**src/rtl/intr_ctrl_if.sv**
```systemverilog
// Software/CPU-facing bus of the interrupt controller: mask and pending-clear
// writes plus the INTR / INTR_ACK / INTR_DONE request handshake.
interface intr_ctrl_if #(
    parameter int N_SRC = 8,
    parameter int IDW   = (N_SRC > 1) ? $clog2(N_SRC) : 1
);
    logic             MASK_WE;
    logic [N_SRC-1:0] MASK_WDATA;
    logic             PCLR_WE;
    logic [N_SRC-1:0] PCLR_WDATA;
    logic             INTR;
    logic [IDW-1:0]   INTR_ID;
    logic             INTR_ACK;
    logic             INTR_DONE;

    // master = CPU / register-bus side, slave = interrupt controller
    modport master (
        output MASK_WE, MASK_WDATA, PCLR_WE, PCLR_WDATA, INTR_ACK, INTR_DONE,
        input  INTR, INTR_ID
    );

    modport slave (
        input  MASK_WE, MASK_WDATA, PCLR_WE, PCLR_WDATA, INTR_ACK, INTR_DONE,
        output INTR, INTR_ID
    );
endinterface

```
**src/rtl/intr_ctrl.sv**
```systemverilog
// Multi-source interrupt controller: synchronises N async lines, latches rising
// edges as pending bits, masks them and offers one fixed-priority request at a time.
module intr_ctrl #(
    parameter int N_SRC       = 8,
    parameter int SYNC_STAGES = 2
) (
    input  logic             CLK,
    input  logic             RST_N,
    input  logic [N_SRC-1:0] IRQ_IN,
    output logic [N_SRC-1:0] MASK,
    output logic [N_SRC-1:0] PENDING,
    intr_ctrl_if.slave       bus
);
    localparam int IDW = (N_SRC > 1) ? $clog2(N_SRC) : 1;

    typedef enum logic [1:0] {
        S_IDLE,
        S_REQ,
        S_SERVICE
    } state_t;

    logic [N_SRC-1:0] sync_q [SYNC_STAGES];
    logic [N_SRC-1:0] hist_q;
    logic [N_SRC-1:0] rise;

    logic [N_SRC-1:0] mask_q;
    logic [N_SRC-1:0] pend_q;
    logic [N_SRC-1:0] pend_d;
    logic [N_SRC-1:0] eligible;
    logic [N_SRC-1:0] sw_clr;
    logic [N_SRC-1:0] ack_clr;

    logic [IDW-1:0]   winner;
    logic             any_eligible;

    state_t           state_q, state_d;
    logic             intr_q, intr_d;
    logic [IDW-1:0]   id_q, id_d;

    // NOTE: the synchroniser array is cleared on reset so a line already high at
    // release is seen as exactly one rising edge.
    always_ff @(posedge CLK or negedge RST_N) begin
        if (!RST_N) begin
            for (int s = 0; s < SYNC_STAGES; s++) sync_q[s] <= '0;
            hist_q <= '0;
        end else begin
            // NOTE: non-blocking assignments make every stage sample the old value
            // of the previous stage, which is what turns this into a shift chain.
            sync_q[0] <= IRQ_IN;
            for (int s = 1; s < SYNC_STAGES; s++) sync_q[s] <= sync_q[s-1];
            hist_q <= sync_q[SYNC_STAGES-1];
        end
    end

    assign rise     = sync_q[SYNC_STAGES-1] & ~hist_q;
    assign eligible = pend_q & mask_q;

    // Lowest set index wins; scan from the top so the last hit is the lowest.
    always_comb begin
        winner       = '0;
        any_eligible = |eligible;
        for (int i = N_SRC - 1; i >= 0; i--) begin
            if (eligible[i]) winner = IDW'(i);
        end
    end

    always_ff @(posedge CLK or negedge RST_N) begin
        if (!RST_N) begin
            state_q <= S_IDLE;
            intr_q  <= 1'b0;
            id_q    <= '0;
        end else begin
            state_q <= state_d;
            intr_q  <= intr_d;
            id_q    <= id_d;
        end
    end

    always_comb begin
        // NOTE: every output of this block gets a default first, so no path
        // through the case statement can leave one unassigned and infer a latch.
        state_d = state_q;
        intr_d  = intr_q;
        id_d    = id_q;
        ack_clr = '0;

        unique case (state_q)
            S_IDLE: begin
                if (any_eligible) begin
                    state_d = S_REQ;
                    intr_d  = 1'b1;
                    id_d    = winner;
                end
            end
            S_REQ: begin
                // ACK beats withdraw when both happen in the same cycle.
                if (bus.INTR_ACK) begin
                    ack_clr = N_SRC'(1) << id_q;
                    intr_d  = 1'b0;
                    state_d = S_SERVICE;
                end else if (!eligible[id_q]) begin
                    intr_d  = 1'b0;
                    state_d = S_IDLE;
                end
            end
            S_SERVICE: begin
                intr_d = 1'b0;
                if (bus.INTR_DONE) state_d = S_IDLE;
            end
            default: begin
                state_d = S_IDLE;
                intr_d  = 1'b0;
            end
        endcase
    end

    // A new edge wins over a software or ACK clear of the same bit.
    assign sw_clr = bus.PCLR_WE ? bus.PCLR_WDATA : '0;
    assign pend_d = (pend_q & ~(sw_clr | ack_clr)) | rise;

    always_ff @(posedge CLK or negedge RST_N) begin
        if (!RST_N) begin
            pend_q <= '0;
            mask_q <= '0;
        end else begin
            pend_q <= pend_d;
            if (bus.MASK_WE) mask_q <= bus.MASK_WDATA;
        end
    end

    assign MASK        = mask_q;
    assign PENDING     = pend_q;
    assign bus.INTR    = intr_q;
    assign bus.INTR_ID = id_q;
endmodule
```
**src/flat_wrapper.sv**
```systemverilog
// flat-port wrapper written by rule: the top's interface ports become plain ports
module intr_ctrl_flat 
#(
    parameter int N_SRC       = 8,
    parameter int SYNC_STAGES = 2
)
  (CLK, RST_N, IRQ_IN, MASK, PENDING, bus_MASK_WE, bus_MASK_WDATA, bus_PCLR_WE, bus_PCLR_WDATA, bus_INTR_ACK, bus_INTR_DONE, bus_INTR, bus_INTR_ID);
  intr_ctrl_if #(.N_SRC(N_SRC)) bus_i ();
  input  logic CLK;
  input  logic RST_N;
  input  logic [N_SRC-1:0] IRQ_IN;
  output logic [N_SRC-1:0] MASK;
  output logic [N_SRC-1:0] PENDING;
  input wire logic [$bits(bus_i.MASK_WE)-1:0] bus_MASK_WE;
  input wire logic [$bits(bus_i.MASK_WDATA)-1:0] bus_MASK_WDATA;
  input wire logic [$bits(bus_i.PCLR_WE)-1:0] bus_PCLR_WE;
  input wire logic [$bits(bus_i.PCLR_WDATA)-1:0] bus_PCLR_WDATA;
  input wire logic [$bits(bus_i.INTR_ACK)-1:0] bus_INTR_ACK;
  input wire logic [$bits(bus_i.INTR_DONE)-1:0] bus_INTR_DONE;
  output wire logic [$bits(bus_i.INTR)-1:0] bus_INTR;
  output wire logic [$bits(bus_i.INTR_ID)-1:0] bus_INTR_ID;
  assign bus_i.MASK_WE = bus_MASK_WE;
  assign bus_i.MASK_WDATA = bus_MASK_WDATA;
  assign bus_i.PCLR_WE = bus_PCLR_WE;
  assign bus_i.PCLR_WDATA = bus_PCLR_WDATA;
  assign bus_i.INTR_ACK = bus_INTR_ACK;
  assign bus_i.INTR_DONE = bus_INTR_DONE;
  assign bus_INTR = bus_i.INTR;
  assign bus_INTR_ID = bus_i.INTR_ID;
  intr_ctrl #(.N_SRC(N_SRC), .SYNC_STAGES(SYNC_STAGES)) u_core (.CLK(CLK), .RST_N(RST_N), .IRQ_IN(IRQ_IN), .MASK(MASK), .PENDING(PENDING), .bus(bus_i));
endmodule
```
**config.mk**
```make
export PLATFORM = sky130hd
export DESIGN_NAME = intr_ctrl_flat
export DESIGN_NICKNAME = d
export VERILOG_FILES = /design/src/rtl/intr_ctrl_if.sv /design/src/rtl/intr_ctrl.sv /design/src/flat_wrapper.sv
export SDC_FILE = /design/constraint.sdc
export NUM_CORES = 1
export LEC_CHECK = 0
export CORE_UTILIZATION = 40
export CTS_CLUSTER_DIAMETER = 100
export DETAILED_ROUTE_END_ITERATION = 12
export HOLD_SLACK_MARGIN = 0.12
export PLACE_DENSITY = 0.69
export SLEW_MARGIN = 0
export SYNTH_ARGS = -nofsm -noshare
export SYNTH_HDL_FRONTEND = slang
export SYNTH_SLANG_ARGS = --single-unit
```
**constraint.sdc**
```tcl
create_clock -name CLK -period 4.2 [get_ports CLK]
set_input_delay 0.63 -clock CLK [delete_from_list [all_inputs] [get_ports CLK]]
set_output_delay 0.63 -clock CLK [all_outputs]
set_load 0.005 [all_outputs]
```
==> impl_metrics.json <==
{
  "antenna_found_initial": 0,
  "slowest_delay_ns": 0.58,
  "die_y_um": 68.0,
  "p_leak_nw": 1.00,
  "crit_path_end_kind": "primary output",
  "cp_top_family": "buffers and inverters",
  "vias_per_cell": 5.16,
  "grt_usage_pct": 17.2,
  "hpwlAfterDp_mm": 2.68,
  "setup_ws_ns": 2.17,
  "post-place-ws_ns": 2.03,
  "cts_tree": "built",
  "grt_pass1_vias": 1225,
  "clockRootBuffer": "clkbuf_8",
  "hold_buffers": 0,
  "numCtsBuffers": 5,
  "cap_violations": 0,
  "clkLatencyLatePin_ns": 0.29,
  "start_kind": "register",
  "p_total_mw": 1.16,
  "finalHoldViolCount": 0,
  "syn_inst": 133,
  "drive_gt1_share_pct": 12.8,
  "syn_area_um2": 1740,
  "power.density_nw_per_um2": 487,
  "cts-htree-levels": 2,
  "postLayoutCellArea_um2": 2370,
  "start_util_pct": 42.6,
  "post_dp_cell_area_um2": 2280,
  "overflow": 0,
  "min_from": "u_core.sync_q[12]",
  "finClkSkew_ns": 0.00686,
  "clk_pin_slew_ns": 0.08,
  "ant_nets": 0,
  "yosys_warnings": 0,
  "syn_area_per_cell_um2": 13.1,
  "core_um2": 4090,
  "min_path_type": "reg -> reg",
  "finalSetupViolations": 0,
  "post-cts-setup-buffers": 0,
  "critPathKind": "reg -> out",
  "cp_num_buf_inv": 1,
  "crit_chain": "clkdlybuf4s50_1",
  "tightest_slew_ns": 0.960,
  "vias": 1227,
  "worstPathMaxFanout": 8,
  "io_pins": 50,
  "critical_path_required_ns": 3.57,
  "relSlewSlack_pct": 36.0,
  "timing.hold.ws_ns": 0.353,
  "crit_slowest_cell": "clkdlybuf4s50_1",
  "io_buffers": 49,
  "fin_crit_sh_pct": 48.4,
  "drc": 0,
  "drt_iter0_markers": 76,
  "die_area_um2": 4620,
  "ys_ff_latch": 46,
  "cts_resized": 0,
  "firstDrtPassIters": 4,
  "ir_drop_uv": 302,
  "crit_arrival_ns": 1.40,
  "fillers": 332,
  "multiInputGateArea_um2": 538,
  "maxSlewViolCount": 0,
  "yosys.cell_types.count": 26,
  "grt_pass1_wl_mm": 5.61,
  "fin_crit_ns": 2.03,
  "die_w_um": 68.0,
  "wl_per_cell_um": 14.9,
  "finalSetupTns_ns": 0,
  "status": "completed",
  "clock_path_buffers": 2,
  "rsz0062_at_grt": "no",
  "ys_seq_area_share_pct": 66.1,
  "seq_area_um2": 1150,
  "max_freq_ghz": 0.492,
  "nets": 217,
  "antennaDiodeCount": 0,
  "area_growth_pct": 36.2,
  "routed_wl_mm": 3.55,
  "r2r_start": "u_core.bus.INTR_ID[0]",
  "rows": 23,
  "routabilityCongestion": 0.913,
  "grt_max_degree": 47,
  "critPathLaunch": "u_core.bus.INTR_ID[1]",
  "numClockSinks": 46,
  "synth_fp_nets": 163
}
-- sequential cells by signal, summed over array words and instances (netlist names) --
name	count
u_core.sync_q	16
u_core.PENDING	8
u_core.bus.INTR_ID	3
u_core.bus.INTR	1
u_core.state_q	2
u_core.hist_q	8
u_core.MASK	8
-- layout by cell type (no fill, tap or decap) --
| cell type | synthesis | routed |
|---|---|---|
| nand3b_1 | 1 | 1 |
| nand3_1 | 5 | 5 |
| nand2b_1 | 2 | 2 |
| clkinvlp_4 | 0 | 1 |
| clkinv_4 | 0 | 1 |
| nor3b_1 | 1 | 1 |
| buf_2 | 0 | 1 |
| o311ai_0 | 4 | 4 |
| clkinv_2 | 0 | 1 |
| nor2_1 | 2 | 2 |
| o31ai_1 | 1 | 1 |
| a2bb2oi_2 | 1 | 1 |
| a22o_1 | 4 | 4 |
| nand2_8 | 1 | 1 |
| or2_1 | 1 | 1 |
| o22ai_2 | 1 | 1 |
| a21boi_0 | 2 | 2 |
| inv_2 | 1 | 1 |
| inv_1 | 11 | 11 |
| clkbuf_8 | 0 | 5 |
| o21ai_0 | 8 | 8 |
| clkdlybuf4s50_1 | 0 | 48 |
| nand2_1 | 20 | 20 |
| o41ai_2 | 1 | 1 |
| o21ai_1 | 1 | 1 |
| dfrtp_1 | 46 | 46 |
| a32o_1 | 5 | 5 |
| mux2_2 | 8 | 8 |
| a21oi_1 | 2 | 2 |
| mux4_2 | 2 | 2 |
-- per-stage QoR --
step / std cells / util (%)
2_1_floorplan: 133 / -
3_3_place_gp: 230 / 55.8
3_5_place_dp: 230 / 55.8
4_1_cts: 238 / 58.1
5_1_grt: 238 / 58.1
6_report: 238 / 58.1
-- Yosys cell counts, drive strengths merged --
cell	number	area, um2
o31ai	1	7.51
o41ai	1	16.3
nor3b	1	7.51
buf	1	3.75
mux2	8	90.1
a21oi	2	10.0
a32o	5	50.1
a22o	4	35.0
nand2	21	95.1
mux4	2	45.0
a21boi	2	15.0
o311ai	4	35.0
nand3	5	25.0
nor2	2	7.51
nand2b	2	12.5
a2bb2oi	1	15.0
clkbuf	1	3.75
nand3b	1	7.51
o21ai	9	45.0
or2	1	6.26
inv	12	45.0
o22ai	1	12.5
dfrtp	46	1150
-- path summary, 6_finish.rpt --
| path | endpoint | slack (ns) | depth (start not counted) |
|---|---|---|---|
| max | bus_INTR_ID[1] | 2.17 | 1 |
| min | u_core.sync_q[4] | 0.35 | 0 |
| max reg2reg | u_core.bus.INTR | 2.62 | 4 |
| min reg2reg | u_core.sync_q[4] | 0.35 | 0 |
| max in group asynchronous | u_core.hist_q[1] | 3.12 | 1 |
| min in group asynchronous | u_core.MASK[5] | 0.48 | 1 |
-- cell type report --
class                           instances  share of cell area, %
Sequential cell                        46                   48.5
Multi-Input combinational cell         73                   22.7
Timing Repair Buffer                   49                   20.5
Clock buffer                            5                   2.90
Tap cell                               50                   2.64
Inverter                               12                   1.90
Clock inverter                          3                  0.897
-- where the power goes --
group	leakage [nW]	total, mW	switching (mW)	internal, mW
Clock	0.0441	0.264	0.147	0.117
Combinational	0.422	0.315	0.132	0.182
Sequential	0.538	0.577	0.0736	0.504
Total	1.00	1.16	0.353	0.803
-- cells by family (layout without fill, tap and decap cells) --
logic type,count (synthesis),in the layout,synth area share (%)
buffers and inverters,14,69,3.02
multiplexers,10,10,7.76
AO/OA/AOI/OAI,30,30,13.9
flip-flops,46,46,66.1
AND/OR/NAND/NOR,33,33,9.27
-- routing by layer --
metal | GRT usage, % | part of all wire [%] | vias up
li1 | - | - | 579
met1 | 20.1 | 41 | 606
met2 | 27.7 | 53 | 36
met3 | 5.50 | 3.5 | 6
met4 | 9.90 | 2.0 | 0
met5 | 0 | 0 | -
Note: power is estimated with default switching activity, not from simulation.
